==> src/rtl/irrigation_zone_controller_if.sv <==
// Sensor/request inputs and valve/status outputs of the irrigation zone controller.
// The controller takes the slave side; the plant or its model takes the master side.
interface irrigation_zone_controller_if #(
    parameter int LEVEL_BITS = 4,
    parameter int NUM_ZONES  = 2
);
    localparam int ZW = (NUM_ZONES > 1) ? $clog2(NUM_ZONES) : 1;

    logic [LEVEL_BITS-1:0] water_tank_level;
    logic [NUM_ZONES-1:0]  irrigation_req;
    logic [1:0]            state;
    logic                  valve_fill;
    logic [NUM_ZONES-1:0]  valve_zone;
    logic [ZW-1:0]         active_zone;
    logic                  zone_done;
    logic                  fault;

    modport master (
        output water_tank_level,
        output irrigation_req,
        input  state,
        input  valve_fill,
        input  valve_zone,
        input  active_zone,
        input  zone_done,
        input  fault
    );

    modport slave (
        input  water_tank_level,
        input  irrigation_req,
        output state,
        output valve_fill,
        output valve_zone,
        output active_zone,
        output zone_done,
        output fault
    );
endinterface

==> src/rtl/irrigation_zone_controller.sv <==
// Multi-zone irrigation FSM: tank refill, round-robin timed zone slots,
// resume of an interrupted zone after refill, sticky FAULT on bad sensor codes.
module irrigation_zone_controller #(
    parameter int LEVEL_BITS = 4,
    parameter int NUM_ZONES  = 2,
    parameter int MIN_LEVEL  = 0,
    parameter int FULL_LEVEL = 3,
    parameter int ZONE_TIME  = 8
) (
    input  logic                         clk,
    input  logic                         initialize,
    irrigation_zone_controller_if.slave  bus
);
    localparam int ZW = (NUM_ZONES > 1) ? $clog2(NUM_ZONES) : 1;
    localparam int TW = (ZONE_TIME > 1) ? $clog2(ZONE_TIME) : 1;
    localparam logic [ZW-1:0] LAST_ZONE = ZW'(NUM_ZONES - 1);
    localparam logic [TW-1:0] LAST_TICK = TW'(ZONE_TIME - 1);

    typedef enum logic [1:0] {
        ST_IDLE     = 2'b00,
        ST_FILL     = 2'b01,
        ST_IRRIGATE = 2'b10,
        ST_FAULT    = 2'b11
    } state_e;

    state_e          state_q, state_d;
    logic [ZW-1:0]   zone_q, zone_d;
    logic [ZW-1:0]   rr_q, rr_d;
    logic [TW-1:0]   timer_q, timer_d;
    logic            done_q, done_d;
    logic            resume_q, resume_d;

    logic [LEVEL_BITS-1:0] lvl;
    logic [NUM_ZONES-1:0]  req;
    logic                  level_ok;
    logic                  at_min;
    logic                  at_full;
    logic [ZW:0]           sel_rr;
    logic [ZW:0]           sel_next;

    function automatic logic [ZW-1:0] next_zone(input logic [ZW-1:0] z);
        return (z == LAST_ZONE) ? '0 : z + ZW'(1);
    endfunction

    // Returns {found, zone}: first requesting zone at or after start, wrapping.
    function automatic logic [ZW:0] select_zone(
        input logic [ZW-1:0]        start,
        input logic [NUM_ZONES-1:0] r
    );
        logic [ZW-1:0] z;
        logic [ZW-1:0] pick;
        logic          found;
        z     = start;
        pick  = start;
        found = 1'b0;
        for (int k = 0; k < NUM_ZONES; k++) begin
            if (!found && r[z]) begin
                found = 1'b1;
                pick  = z;
            end
            z = next_zone(z);
        end
        return {found, pick};
    endfunction

    assign lvl      = bus.water_tank_level;
    assign req      = bus.irrigation_req;
    // A thermometer code plus one carries into the first clear bit only.
    assign level_ok = ((lvl & (lvl + LEVEL_BITS'(1))) == '0);
    assign at_min   = lvl[MIN_LEVEL];
    assign at_full  = lvl[FULL_LEVEL];
    assign sel_rr   = select_zone(rr_q, req);
    assign sel_next = select_zone(next_zone(zone_q), req);

    always_comb begin
        state_d  = state_q;
        zone_d   = zone_q;
        rr_d     = rr_q;
        timer_d  = timer_q;
        done_d   = 1'b0;
        resume_d = resume_q;
        if (!level_ok) begin
            state_d = ST_FAULT;
        end else begin
            unique case (state_q)
                ST_IDLE: begin
                    if (sel_rr[ZW]) begin
                        if (at_min) begin
                            state_d = ST_IRRIGATE;
                            zone_d  = sel_rr[ZW-1:0];
                            timer_d = '0;
                        end else begin
                            state_d  = ST_FILL;
                            resume_d = 1'b0;
                        end
                    end
                end
                ST_FILL: begin
                    if (at_full) begin
                        resume_d = 1'b0;
                        if (resume_q && req[zone_q]) begin
                            state_d = ST_IRRIGATE;
                        end else if (sel_rr[ZW]) begin
                            state_d = ST_IRRIGATE;
                            zone_d  = sel_rr[ZW-1:0];
                            timer_d = '0;
                        end else begin
                            state_d = ST_IDLE;
                        end
                    end
                end
                ST_IRRIGATE: begin
                    if (!at_min) begin
                        state_d  = ST_FILL;
                        resume_d = 1'b1;
                    end else if (timer_q == LAST_TICK || !req[zone_q]) begin
                        done_d = 1'b1;
                        rr_d   = next_zone(zone_q);
                        if (sel_next[ZW]) begin
                            zone_d  = sel_next[ZW-1:0];
                            timer_d = '0;
                        end else begin
                            state_d = ST_IDLE;
                        end
                    end else begin
                        timer_d = timer_q + TW'(1);
                    end
                end
                ST_FAULT: begin
                    state_d = ST_FAULT;
                end
                default: begin
                    state_d = ST_FAULT;
                end
            endcase
        end
    end

    always_ff @(posedge clk) begin
        if (initialize) begin
            state_q  <= ST_IDLE;
            zone_q   <= '0;
            rr_q     <= '0;
            timer_q  <= '0;
            done_q   <= 1'b0;
            resume_q <= 1'b0;
        end else begin
            state_q  <= state_d;
            zone_q   <= zone_d;
            rr_q     <= rr_d;
            timer_q  <= timer_d;
            done_q   <= done_d;
            resume_q <= resume_d;
        end
    end

    always_comb begin
        bus.valve_zone = '0;
        if (state_q == ST_IRRIGATE) begin
            bus.valve_zone[zone_q] = 1'b1;
        end
    end

    assign bus.state       = state_q;
    assign bus.valve_fill  = (state_q == ST_FILL);
    assign bus.active_zone = zone_q;
    assign bus.zone_done   = done_q;
    assign bus.fault       = (state_q == ST_FAULT);
endmodule
==> src/flat_wrapper.sv <==
// flat-port wrapper written by rule: the top's interface ports become plain ports
module irrigation_zone_controller_flat 
#(
    parameter int LEVEL_BITS = 4,
    parameter int NUM_ZONES  = 2,
    parameter int MIN_LEVEL  = 0,
    parameter int FULL_LEVEL = 3,
    parameter int ZONE_TIME  = 8
)
  (clk, initialize, bus_water_tank_level, bus_irrigation_req, bus_state, bus_valve_fill, bus_valve_zone, bus_active_zone, bus_zone_done, bus_fault);
  irrigation_zone_controller_if #(.LEVEL_BITS(LEVEL_BITS), .NUM_ZONES(NUM_ZONES)) bus_i ();
  input  logic clk;
  input  logic initialize;
  input wire logic [$bits(bus_i.water_tank_level)-1:0] bus_water_tank_level;
  input wire logic [$bits(bus_i.irrigation_req)-1:0] bus_irrigation_req;
  output wire logic [$bits(bus_i.state)-1:0] bus_state;
  output wire logic [$bits(bus_i.valve_fill)-1:0] bus_valve_fill;
  output wire logic [$bits(bus_i.valve_zone)-1:0] bus_valve_zone;
  output wire logic [$bits(bus_i.active_zone)-1:0] bus_active_zone;
  output wire logic [$bits(bus_i.zone_done)-1:0] bus_zone_done;
  output wire logic [$bits(bus_i.fault)-1:0] bus_fault;
  assign bus_i.water_tank_level = bus_water_tank_level;
  assign bus_i.irrigation_req = bus_irrigation_req;
  assign bus_state = bus_i.state;
  assign bus_valve_fill = bus_i.valve_fill;
  assign bus_valve_zone = bus_i.valve_zone;
  assign bus_active_zone = bus_i.active_zone;
  assign bus_zone_done = bus_i.zone_done;
  assign bus_fault = bus_i.fault;
  irrigation_zone_controller #(.LEVEL_BITS(LEVEL_BITS), .NUM_ZONES(NUM_ZONES), .MIN_LEVEL(MIN_LEVEL), .FULL_LEVEL(FULL_LEVEL), .ZONE_TIME(ZONE_TIME)) u_core (.clk(clk), .initialize(initialize), .bus(bus_i));
endmodule
==> config.mk <==
export PLATFORM = sky130hd
export DESIGN_NAME = irrigation_zone_controller_flat
export DESIGN_NICKNAME = d
export VERILOG_FILES = /design/src/rtl/irrigation_zone_controller_if.sv /design/src/rtl/irrigation_zone_controller.sv /design/src/flat_wrapper.sv
export SDC_FILE = /design/constraint.sdc
export NUM_CORES = 1
export LEC_CHECK = 0
export BUFFER_PORTS_ARGS = -buffer_cell sky130_fd_sc_hd__buf_2
export CORE_MARGIN = 1.5
export CORE_UTILIZATION = 40
export CTS_CLUSTER_DIAMETER = 60
export CTS_CLUSTER_SIZE = 20
export DETAILED_ROUTE_END_ITERATION = 10
export REMOVE_ABC_BUFFERS = 1
export SYNTH_ARGS = -nofsm -noshare
export SYNTH_HDL_FRONTEND = slang
export SYNTH_SLANG_ARGS = --single-unit
==> constraint.sdc <==
create_clock -name clk -period 4.5 [get_ports clk]
set_input_delay 0.225 -clock clk [delete_from_list [all_inputs] [get_ports clk]]
set_output_delay 0.225 -clock clk [all_outputs]
set_load 0.005 [all_outputs]
Word-level counts from Yosys, hierarchy flattened. Index checks and enable logic that the tools add are counted.

Register bits: 9. Input bits: 8. Output and inout port bits: 8. Word-level logic and storage cells: 113.

Add/sub/neg operators: 5. Magnitude comparators: 6. Equal/unequal tests: 19. Multiplexer cells: 56. Bitwise logic cells: 4. Reductions and logical operators: 17.

Operators with widths (number): two-way mux 1 bit (33); two-way mux 3 bit (8); two-way mux 2 bit (10); != test 2 bit, second input constant (6); < comparator 1 x 2 -> 1 bit, second input constant (5); AND reduction 10 bit (1); one-hot mux 3 bit (3 select lines) (1); AND reduction 9 bit (1); != test 2 x 1 -> 1 bit, second input constant (4); != test 4 bit, second input constant (2); one-hot mux 2 bit (4 select lines) (1); AND reduction 4 bit (2); != test 3 bit, second input constant (2); one-hot mux 1 bit (3 select lines) (2); AND reduction 6 bit (1); adder 4 x 1 -> 4 bit, second input constant (1); AND 4 bit (1); equality test 2 bit, second input constant (2); logical AND 1 bit (4); logical NOT 4 bit (1); OR reduction 4 bit (1); adder 1 bit, second input constant (3); adder 3 x 1 -> 3 bit, second input constant (1); equality test 3 bit, second input constant (1); 9 further kinds (13).

Depth between registers and ports, before layout. Gate-level depths: netlist (run 1).

Depth in word-level cells: 13. Mapped depth: 5. Depth with buffers taken out: 5.

Least setup slack after synthesis (run 1). OpenSTA, ideal clock, no wires.

Path kind: reg2reg. Start point: register u_core.timer_q[0]. End point: register u_core.timer_q[0]. Setup time: 0.067 ns. Data arrival time: 1.590 ns. Required time: 4.433 ns. Slack: 2.844 ns. Stages on the path, launching flop included: 6. Buffers on the path: 0. Clock period less this slack: 1.656 ns. Cell sequence: dfxtp_1 > ha_1 > ha_1 > or4_1 > or3_1 > a21oi_2.

Word-level cells in the longest chain between the ends: 5. Elaborated cells on any way between the ends: 8. Classes of those cells: add/sub (1); eq/ne (2); mux (3); reduce/logical (2).

Ends and longest elaborated chain: from (decl) (line irrigation_zone_controller.sv:29) `logic [TW-1:0] timer_q, timer_d;`; from (signal assigned) (line irrigation_zone_controller.sv:151) `timer_q <= timer_d;`; parallel branches: the longest is 5 deep, another holds adder 3 x 1 -> 3 bit.

Parallel ways; which one is timed is not known. The select of a mux whose other input is x is not followed. A chain may end at the register's enable or synchronous reset.

Worst setup path in the final report (run 1). Ends and elaborated chain as after synthesis.

==> summary.md, run 1 <==
| Metric | Value |
|---|---|
| Max cap viols | 0 |
| Starting density of the core | 43.6% |
| Commonest non-fill, non-tap cell in the layout | buf_2 |
| Chip width | 40.9 microns |
| Violation count after the first detailed-route iteration | 12 |
| Synth async-reset ratio | 0% |
| Xor/xnor share of the synthesized area | 0% |
| WL/cell | 12.3 microns |
| Gr busiest metal | met2 |
| Drt pass-1 iters | 4 |
| Number of global-route vias before repair | 485 |
| CP arrival | 1.92 ns |
| Post-synth EDFFs | 0 |
| Drt via density | 5.40 |
| Vias | 551 |
| Post-synthesis mux area share | 1.74% |
| Hold Fails Final Rpt | 0 |
| Startpoint Class | flip-flop |
| Hold Path End | u_core.timer_q[0] |
| Hold WC Path Type | input port to flip-flop |
| Area share of the largest cell type after synthesis | 31.4% |
| Achievable Freq | 578 MHz |
| Worst VDD drop | 0.199 mV |
| Clock sinks | 9 |
| Gr usage total | 18.3% |
| # setup viols final | 0 |
| I/O Pins | 16 |
| Cts hold-fix bufs | 0 |
| LEAKAGE | 0.293 nW |
| Clock slew at reported path FFs | 0.06 ns |
| Slew Viols, Final | 0 |
| Share of layout cells above drive strength 1 | 27.6% |
| Routed Antenna Nets | 0 |
| GPL Wtd Cong | 0.829 |
| First-pass GRT wire length | 2010 microns |
| Reg2reg start | u_core.timer_q[0] |
| Fillers | 135 |
| Port buffer count | 15 |
| Hold_sp | initialize |
| Synth Area in Simple Gates | 27.7% |
| GRT overflow | 0 |
| Netlist cell types | 35 |
| Number of core rows | 13 |
| # resized after CTS | 0 |
| Clk Latency, worst-skew pair | 0.26 ns |
| Synthesized instance count | 71 |
| Post-synthesis compound-gate area fraction | 25.5% |
| Reg2reg path depth | 5 |
| Hold Crit Depth | 2 |
| Leading area contributor after synthesis | dfxtp_1 |
| CTS tree | yes |
| M1 GR Usage | 22.7% |
| Post-synthesis register bit count | 9 |
| Slew HR | 73.4% |
| Root buffer cell | clkbuf_4 |
| Most frequent cells in the layout | 15 x buf_2, 9 x dfxtp_1, 8 x inv_1, 5 x nor3_1 |
| Met2 usage | 30.5% |
| DIE HEIGHT | 40.9 microns |
| Antenna violations before repair | 0 |
| Setup TNS | 0 ns |
| # H-tree levels | 1 |
| R2R Path End | u_core.timer_q[0] |
| Final min period | 1.73 ns |
| Area growth syn-to-layout | 18.5% |
| Post-route cell area | 681 sq um |
| Hold slack | 0.237 ns |
| Flop2flop setup slack | 2.77 ns |
| Crit-path max FO | 3 |
| DRC errors left | 0 |
| Overall routed net length | 1250 microns |
| Largest net degree at the start of global routing | 13 |
| CP Capture Type | flip-flop |
| Core Area | 1320 sq um |
| CTS max path bufs | 2 |
| DIE AREA | 1670 sq um |
| Ant diodes | 0 |
| DP Wirelength | 943 microns |
| Post-DP Area | 654 sq um |
| CTS buffer count | 3 |
| Outcome | completed |
| Seq/Total Area, Yosys | 31.4% |
| RSZ-0062 raised after global routing | false |
| Syn avg cell area | 8.09 sq um |
| Synth warn | 0 |
| Grt met3 use | 6.52% |
| Pwr dens | 269 nW/um^2 |
| CP Class | flip-flop to flip-flop |
| Postcts setup bufs | 0 |
| Top_reg_cell synth | dfxtp_1 |
| Adder-cell share of the synthesized area | 6.10% |
| Largest family of logic cells by synthesized area | simple AND/OR/NAND/NOR gates |
| Worst Max-Slew Pin Slew | 0.397 ns |
| Synth Cell Area | 574 sq um |
| Worst path required time | 4.69 ns |
| Final period util | 38.5% |
| Clock Skew | 0.00548 ns |
| Net count, final | 98 |
| Synth top area cells | dfxtp_1 31%, inv_1 5.2%, ha_1 4.4% |
## synthesized netlist by cell type (2+ instances only)
master	n
a21oi_1	4
dfxtp_1	9
o21ai_0	2
and3_1	2
buf_2	2
ha_1	2
o21a_1	2
nor2_1	4
nor3_1	5
o32ai_1	2
inv_1	8
nand2_1	2
nand2b_1	4
a31oi_1	2
## worst max-delay path by stage
stage	depth (start not counted)	slack, ns	start	end
floorplan	5	2.84	u_core.timer_q[0]	u_core.timer_q[0]
finish	5	2.77	u_core.timer_q[0]	u_core.timer_q[0]
global placement	5	2.78	u_core.timer_q[0]	u_core.timer_q[0]
detailed placement	5	2.77	u_core.timer_q[0]	u_core.timer_q[0]
global route	5	2.67	u_core.timer_q[0]	u_core.timer_q[0]
CTS	5	2.76	u_core.timer_q[0]	u_core.timer_q[0]
## routing by layer
layer / up-vias / routed length [microns]
li1: 296 / -
met1: 241 / 590
met2: 14 / 593
met3: 0 / 69
met4: 0 / 0
met5: - / 0
## where the power goes
part | total (W) | leakage, nW | internal, W | switching [W]
logic | 0.0000342 | 0.204 | 0.0000155 | 0.0000186
clock network | 0.0000614 | 0.0150 | 0.0000341 | 0.0000273
registers | 0.0000876 | 0.0733 | 0.0000824 | 0.00000525
total | 0.000183 | 0.293 | 0.000132 | 0.0000512
## critical path, cell delays in order, from the launching register on
cell	delay [ns]
dfxtp_1	0.32
ha_1	0.20
ha_1	0.23
or4_1	0.49
or3_1	0.33
a21oi_2	0.11
## sequential cells by signal, summed over array words and instances, names as in the netlist
signal / cells
u_core.timer_q: 3
u_core.bus.state: 2
u_core.bus.active_zone: 1
u_core.bus.zone_done: 1
u_core.resume_q: 1
u_core.rr_q: 1
## kinds of logic (layout without fill, tap and decap cells)
group,Yosys count,in the layout
multiplexers,1,1
buffers and inverters,11,27
AND/OR/NAND/NOR,27,27
adder cells (fa/ha/maj),3,3
AO/OA/AOI/OAI,20,20
flip-flops,9,9
## cell type report
class / count / area (sq um) / area share [%]
Sequential cell: 9 / 180 / 26.5
Timing Repair Buffer: 15 / 75.1 / 11.0
Multi-Input combinational cell: 51 / 350 / 51.5
Tap cell: 15 / 18.8 / 2.76
Clock buffer: 4 / 26.3 / 3.86
Inverter: 8 / 30.0 / 4.41
## through the flow
stage	total power, W	setup slack, ns	std cells	util [%]
floorplan	0.000108	2.84	68	-
global placement	0.000123	2.78	98	49.7
detailed placement	0.000123	2.77	98	49.7
CTS	0.000185	2.76	102	51.7
global route	0.000193	2.67	102	51.7
finish	0.000183	2.77	102	51.7
Note: power is estimated with default switching activity, not from simulation.
==> inputs of run 2 (changes only) <==
- clock period: 4.5 -> 1.7 ns (I/O delays scaled with it)
==> summary.md, run 2 (synthesized netlist as in run 1, its figures left out) <==
| Metric | Value |
|---|---|
| Max cap viols | 0 (unchanged) |
| CTS tree | yes |
| Clk Latency, worst-skew pair | 0.27 ns (about the same) |
| Critical path cell sequence | ha_4 -> ha_4 -> or4_1 -> or3_1 -> a21oi_2 |
| Hold WC Path Type | input port to flip-flop |
| Final min period | 1.62 ns (-0.108 ns) |
| Commonest non-fill, non-tap cell in the layout | buf_2 |
| Slew Viols, Final | 0 (unchanged) |
| Outcome | completed |
| Largest reg by FF count | u_core.timer_q |
| Final cell count without fillers | 108 (+5.9%) |
| # H-tree levels | 1 (unchanged) |
| Hold Crit Depth | 2 (unchanged) |
| Hold Fails Final Rpt | 0 (unchanged) |
| Violation count after the first detailed-route iteration | 12 (unchanged) |
| Net count, final | 104 (+6.1%) |
| CP Capture Type | flip-flop |
| Drt via density | 5.47 (+1.3%) |
| Achievable Freq | 616 MHz (+6.6%) |
| Worst Max-Slew Pin Slew | 0.417 ns (+0.0205 ns) |
| Cts hold-fix bufs | 0 (unchanged) |
| Crit-path max FO | 2 (-1) |
| Crit-path max cell delay | 0.48 ns (about the same) |
| Number of core rows | 13 (unchanged) |
| Cell count after placement | 103 (+5.1%) |
| Worst VDD drop | 0.525 mV (+160%) |
| Reg2reg start | u_core.timer_q[0] |
| CP max stage cell | or4_1 |
| Clock slew at reported path FFs | 0.06 ns (about the same) |
| CP Class | flip-flop to flip-flop |
| Starting density of the core | 43.6% (unchanged) |
| # setup viols final | 0 (unchanged) |
| Sw frac | 28.2% (+0.31 points) |
| Clock Skew | 0.00824 ns (+0.00277 ns) |
| Gr usage total | 21.1% (+2.9 points) |
| Worst path required time | 1.90 ns (-2.79 ns) |
| DP Wirelength | 1010 microns (+7.2%) |
| Comb pwr share | 22.2% (+3.6 points) |
| I/O Pins | 16 (unchanged) |
| Vias | 591 (+7.3%) |
| First-pass GRT wire length | 2190 microns (+8.6%) |
| GPL Wtd Cong | 0.835 (+0.71%) |
| Root buffer cell | clkbuf_4 |
| Most used cell, CP | ha_4 |
| Clk pwr share | 33.1% (-0.4 points) |
| Max reg flops | 3 (unchanged) |
| Port buffer count | 15 (unchanged) |
| P_int | 0.000359 W (+170%) |
| CTS buffer count | 3 (unchanged) |
| Final period util | 95.5% (+57 points) |
| GRT overflow | 0 (unchanged) |
| DIE HEIGHT | 40.9 microns (unchanged) |
| DRC errors left | 0 (unchanged) |
| CTS max path bufs | 2 (unchanged) |
| Overall routed net length | 1320 microns (+5.0%) |
| RSZ-0062 raised after global routing | false |
| WL/cell | 12.2 microns (-0.81%) |
| Antenna violations before repair | 0 (unchanged) |
| Clock sinks | 9 (unchanged) |
| Core Area | 1320 sq um (unchanged) |
| Sequential power share | 44.7% (-3.1 points) |
| CP startpoint | u_core.timer_q[0] |
| Number of global-route vias before repair | 453 (-6.6%) |
| LEAKAGE | 0.320 nW (+9.3%) |
| CP arrival | 1.83 ns (-0.09 ns) |
| Drt pass-1 iters | 4 (unchanged) |
| Most frequent cells in the layout | 15 x buf_2, 8 x inv_1, 7 x dfxtp_1, 6 x buf_4 |
| DIE AREA | 1670 sq um (unchanged) |
| Hold_sp | initialize |
| Ant diodes | 0 (unchanged) |
| Share of layout cells above drive strength 1 | 37.6% (+10 points) |
| Chip width | 40.9 microns (unchanged) |
| Pwr dens | 660 nW/um^2 (+150%) |
| Area growth syn-to-layout | 32.0% |
| Reg2reg path depth | 5 (unchanged) |
| Net load switching power | 0.000141 W (+180%) |
| Hold slack | 0.0761 ns (-0.161 ns) |
| Largest net degree at the start of global routing | 10 (-3) |
| Slew HR | 72.1% (-1.4 points) |
| Routed Antenna Nets | 0 (unchanged) |
| Startpoint Class | flip-flop |
run 2: through the flow:
stage | setup slack (ns) | total power (W) | utilization [%] | area [sq um] | TNS (ns)
2_1_floorplan | 0.0444 | 0.000285 | - | 561 | 0
3_3_place_gp | 0.0230 | 0.000337 | 52.5 | 692 | 0
3_5_place_dp | -0.0309 | 0.000337 | 52.5 | 692 | -0.0309
4_1_cts | -0.000463 | 0.000505 | 57.2 | 753 | -0.000463
5_1_grt | 0.0134 | 0.000540 | 57.5 | 758 | 0
6_report | 0.0763 | 0.000500 | 57.5 | 758 | 0
run 2: worst paths after layout:
| path | end | slack, ns |
|---|---|---|
| setup / recovery | u_core.timer_q[0] | 0.08 |
| hold / removal | u_core.timer_q[0] | 0.08 |
| setup reg to reg | u_core.timer_q[0] | 0.08 |
| hold reg to reg | u_core.rr_q | 0.46 |
run 2: worst max-delay path, delay by kind of cell (launching register included):
family                     cells  cell delay, ns
AOI/OAI and AO/OA              1            0.11
adders and majority gates      2            0.31
DFF                            1            0.33
and+or+nand+nor                2            0.81
run 2: power groups by stage:
stage	clock network [W]	logic [W]	registers (W)
floorplan	0	0.0000513	0.000234
global placement	0	0.000108	0.000228
detailed placement	0	0.000108	0.000228
CTS	0.000172	0.000109	0.000224
global route	0.000190	0.000124	0.000225
finish	0.000165	0.000111	0.000224
run 2: repair_timing:
item	CTS	global route
pin swaps	2	1
buffers inserted	1	0
gates resized for setup	6	1
endpoints found under the setup margin	1	2
run 2: routing by layer:
metal / global-route usage (%) / vias up / routed length, microns
li1: - / 306 / -
met1: 26.9 / 257 / 598
met2: 29.7 / 24 / 599
met3: 9.78 / 4 / 93
met4: 10.0 / 0 / 24
met5: 0 / - / 0
run 2: final cells by class:
cell class / instances / area, sq um
fill: 121 / 559
multi-input combinational: 51 / 380
sequential: 9 / 183
timing repair buffer: 21 / 120
inverter: 8 / 30.0
clock buffer: 4 / 26.3
tap: 15 / 18.8
==> inputs of run 3 (changes only) <==
--- a/config.mk
+++ b/config.mk
@@ -13,2 +13,3 @@
 export DETAILED_ROUTE_END_ITERATION = 10
+export GPL_TIMING_DRIVEN = 0
 export REMOVE_ABC_BUFFERS = 1
--- a/constraint.sdc
+++ b/constraint.sdc
@@ -3,2 +3,2 @@
 set_output_delay 0.085 -clock clk [all_outputs]
-set_load 0.005 [all_outputs]
+set_load 0.02 [all_outputs]
==> summary.md, run 3 (synthesized netlist as in run 1, its figures left out) <==
| Metric | Value |
|---|---|
| Core Area | 1320 sq um (unchanged) |
| Cell count after placement | 98 (-4.9%) |
| Drt pass-1 iters | 4 (unchanged) |
| Worst VDD drop | 0.356 mV (-32%) |
| Crit-path max FO | 3 (+1) |
| # H-tree levels | 1 (unchanged) |
| DIE HEIGHT | 40.9 microns (unchanged) |
| Pwr dens | 715 nW/um^2 (+8.4%) |
| Number of core rows | 13 (unchanged) |
| WL/cell | 12.8 microns (+5.4%) |
| Startpoint Class | flip-flop |
| CTS buffer count | 3 (unchanged) |
| Vias | 592 (+0.17%) |
| Routed Antenna Nets | 0 (unchanged) |
| DP Wirelength | 964 microns (-4.7%) |
| Crit-path max cell delay | 0.48 ns (about the same) |
| Setup WS post-layout | 0.0417 ns (-0.0345 ns) |
| Worst path required time | 1.90 ns (about the same) |
| Drt via density | 5.69 (+4.0%) |
| Setup TNS | 0 ns (unchanged) |
| CTS max path bufs | 2 (unchanged) |
| Net count, final | 100 (-3.8%) |
| Gr usage total | 20.2% (-0.92 points) |
| Outcome | completed |
| Fillers | 127 (+5.0%) |
| First-pass GRT wire length | 2120 microns (-3.2%) |
| Slew Viols, Final | 0 (unchanged) |
| Port buffer count | 15 (unchanged) |
| Most frequent cells in the layout | 15 x buf_2, 8 x inv_1, 6 x dfxtp_1 |
| Hold WC Path Type | input port to flip-flop |
| Pwr Total | 0.000510 W (+2.0%) |
| CP Capture Type | flip-flop |
| Overall routed net length | 1340 microns (+1.5%) |
| Number of global-route vias before repair | 470 (+3.8%) |
| Critical path cell sequence | ha_2 -> ha_2 -> or4_1 -> or3_1 -> a21oi_2 |
| I/O Pins | 16 (unchanged) |
| Largest net degree at the start of global routing | 13 (+3) |
| Hold Fails Final Rpt | 0 (unchanged) |
| Most used cell, CP | ha_2 |
| Area growth syn-to-layout | 24.2% |
| Share of layout cells above drive strength 1 | 37.1% (-0.56 points) |
| Slew HR | 71.9% (-0.12 points) |
| Final min period | 1.66 ns (+0.0345 ns) |
| Clock slew at reported path FFs | 0.06 ns (about the same) |
| CTS tree | yes |
| CP arrival | 1.86 ns (+0.03 ns) |
| Clock sinks | 9 (unchanged) |
| Hold_sp | initialize |
| Worst Max-Slew Pin Slew | 0.415 ns (-0.00226 ns) |
| Area occupied by multi-input gates | 364 sq um (-4.3%) |
| CP Class | flip-flop to flip-flop |
| Commonest non-fill, non-tap cell in the layout | buf_2 |
| Post-place setup slack | -0.0365 ns (-0.00563 ns) |
| Antenna violations before repair | 0 (unchanged) |
| GRT overflow | 0 (unchanged) |
| DRC errors left | 0 (unchanged) |
| Final period util | 97.5% (+2.0 points) |
| CP startpoint | u_core.timer_q[0] |
| RSZ-0062 raised after global routing | true |
| GPL Wtd Cong | 0.754 (-9.7%) |
| Final core occ | 54.1% (-3.4 points) |
| CP max stage cell | or4_1 |
| Final cell count without fillers | 104 (-3.7%) |
| Starting density of the core | 43.6% (unchanged) |
| Max reg flops | 3 (unchanged) |
| LEAKAGE | 0.301 nW (-5.9%) |
| Max cap viols | 0 (unchanged) |
| # setup viols final | 0 (unchanged) |
| Clk Latency, worst-skew pair | 0.26 ns (about the same) |
| Register Area | 184 sq um (+0.68%) |
| Chip width | 40.9 microns (unchanged) |
| Root buffer cell | clkbuf_4 |
| Clock Skew | 0.00106 ns (-0.00718 ns) |
| Ant diodes | 0 (unchanged) |
| Reg2reg start | u_core.timer_q[0] |
| DIE AREA | 1670 sq um (unchanged) |
| Largest reg by FF count | u_core.timer_q |
| Achievable Freq | 603 MHz (-2.1%) |
| Violation count after the first detailed-route iteration | 17 (+5) |
-- run 3: path summary, 6_finish.rpt --
path	endpoint	depth (start not counted)	slack (ns)
max reg2reg	u_core.timer_q[0]	5	0.04
min	u_core.timer_q[0]	2	0.08
max	u_core.timer_q[0]	5	0.04
min reg2reg	u_core.rr_q	2	0.46
-- run 3: per-stage QoR --
step | instance area, sq um | hold slack [ns]
after floorplan | 561 | 0.147
after global placement | 654 | 0.360
after detailed placement | 654 | 0.368
after CTS | 688 | 0.0759
after global routing | 713 | 0.0748
final | 713 | 0.0777
-- run 3: area by class of cell --
cell class | count | share of cell area [%]
tap | 15 | 2.63
timing repair buffer | 17 | 12.6
sequential | 9 | 25.8
clock buffer | 4 | 3.68
inverter | 8 | 4.21
multi-input combinational | 51 | 51.1
-- run 3: power breakdown --
| part | switching [W] | total, W | internal (W) | leakage [nW] |
|---|---|---|---|---|
| Clock | 0.0000773 | 0.000168 | 0.0000906 | 0.0150 |
| Combinational | 0.0000645 | 0.000109 | 0.0000446 | 0.212 |
| Sequential | 0.0000142 | 0.000233 | 0.000219 | 0.0745 |
-- run 3: what timing repair did --
action,in CTS,in global routing
gates cloned,0,0
hold buffers,0,0
gates resized for setup,3,4
buffers inserted,0,2
hold endpoints to repair,0,0
setup endpoints to repair,2,3
pin swaps,0,1
-- run 3: critical path: cells and delay by family (launching register included) --
kind,cells,cell delay (ns)
AOI/OAI and AO/OA,1,0.11
and+or+nand+nor,2,0.81
adders and majority gates,2,0.35
DFF,1,0.33
-- run 3: metal layers --
metal,up-vias,wire length (microns),track usage (%)
met5,-,0,0
met4,0,10,7.50
met3,2,56,9.78
met2,10,646,32.8
met1,284,623,22.5
li1,296,-,-
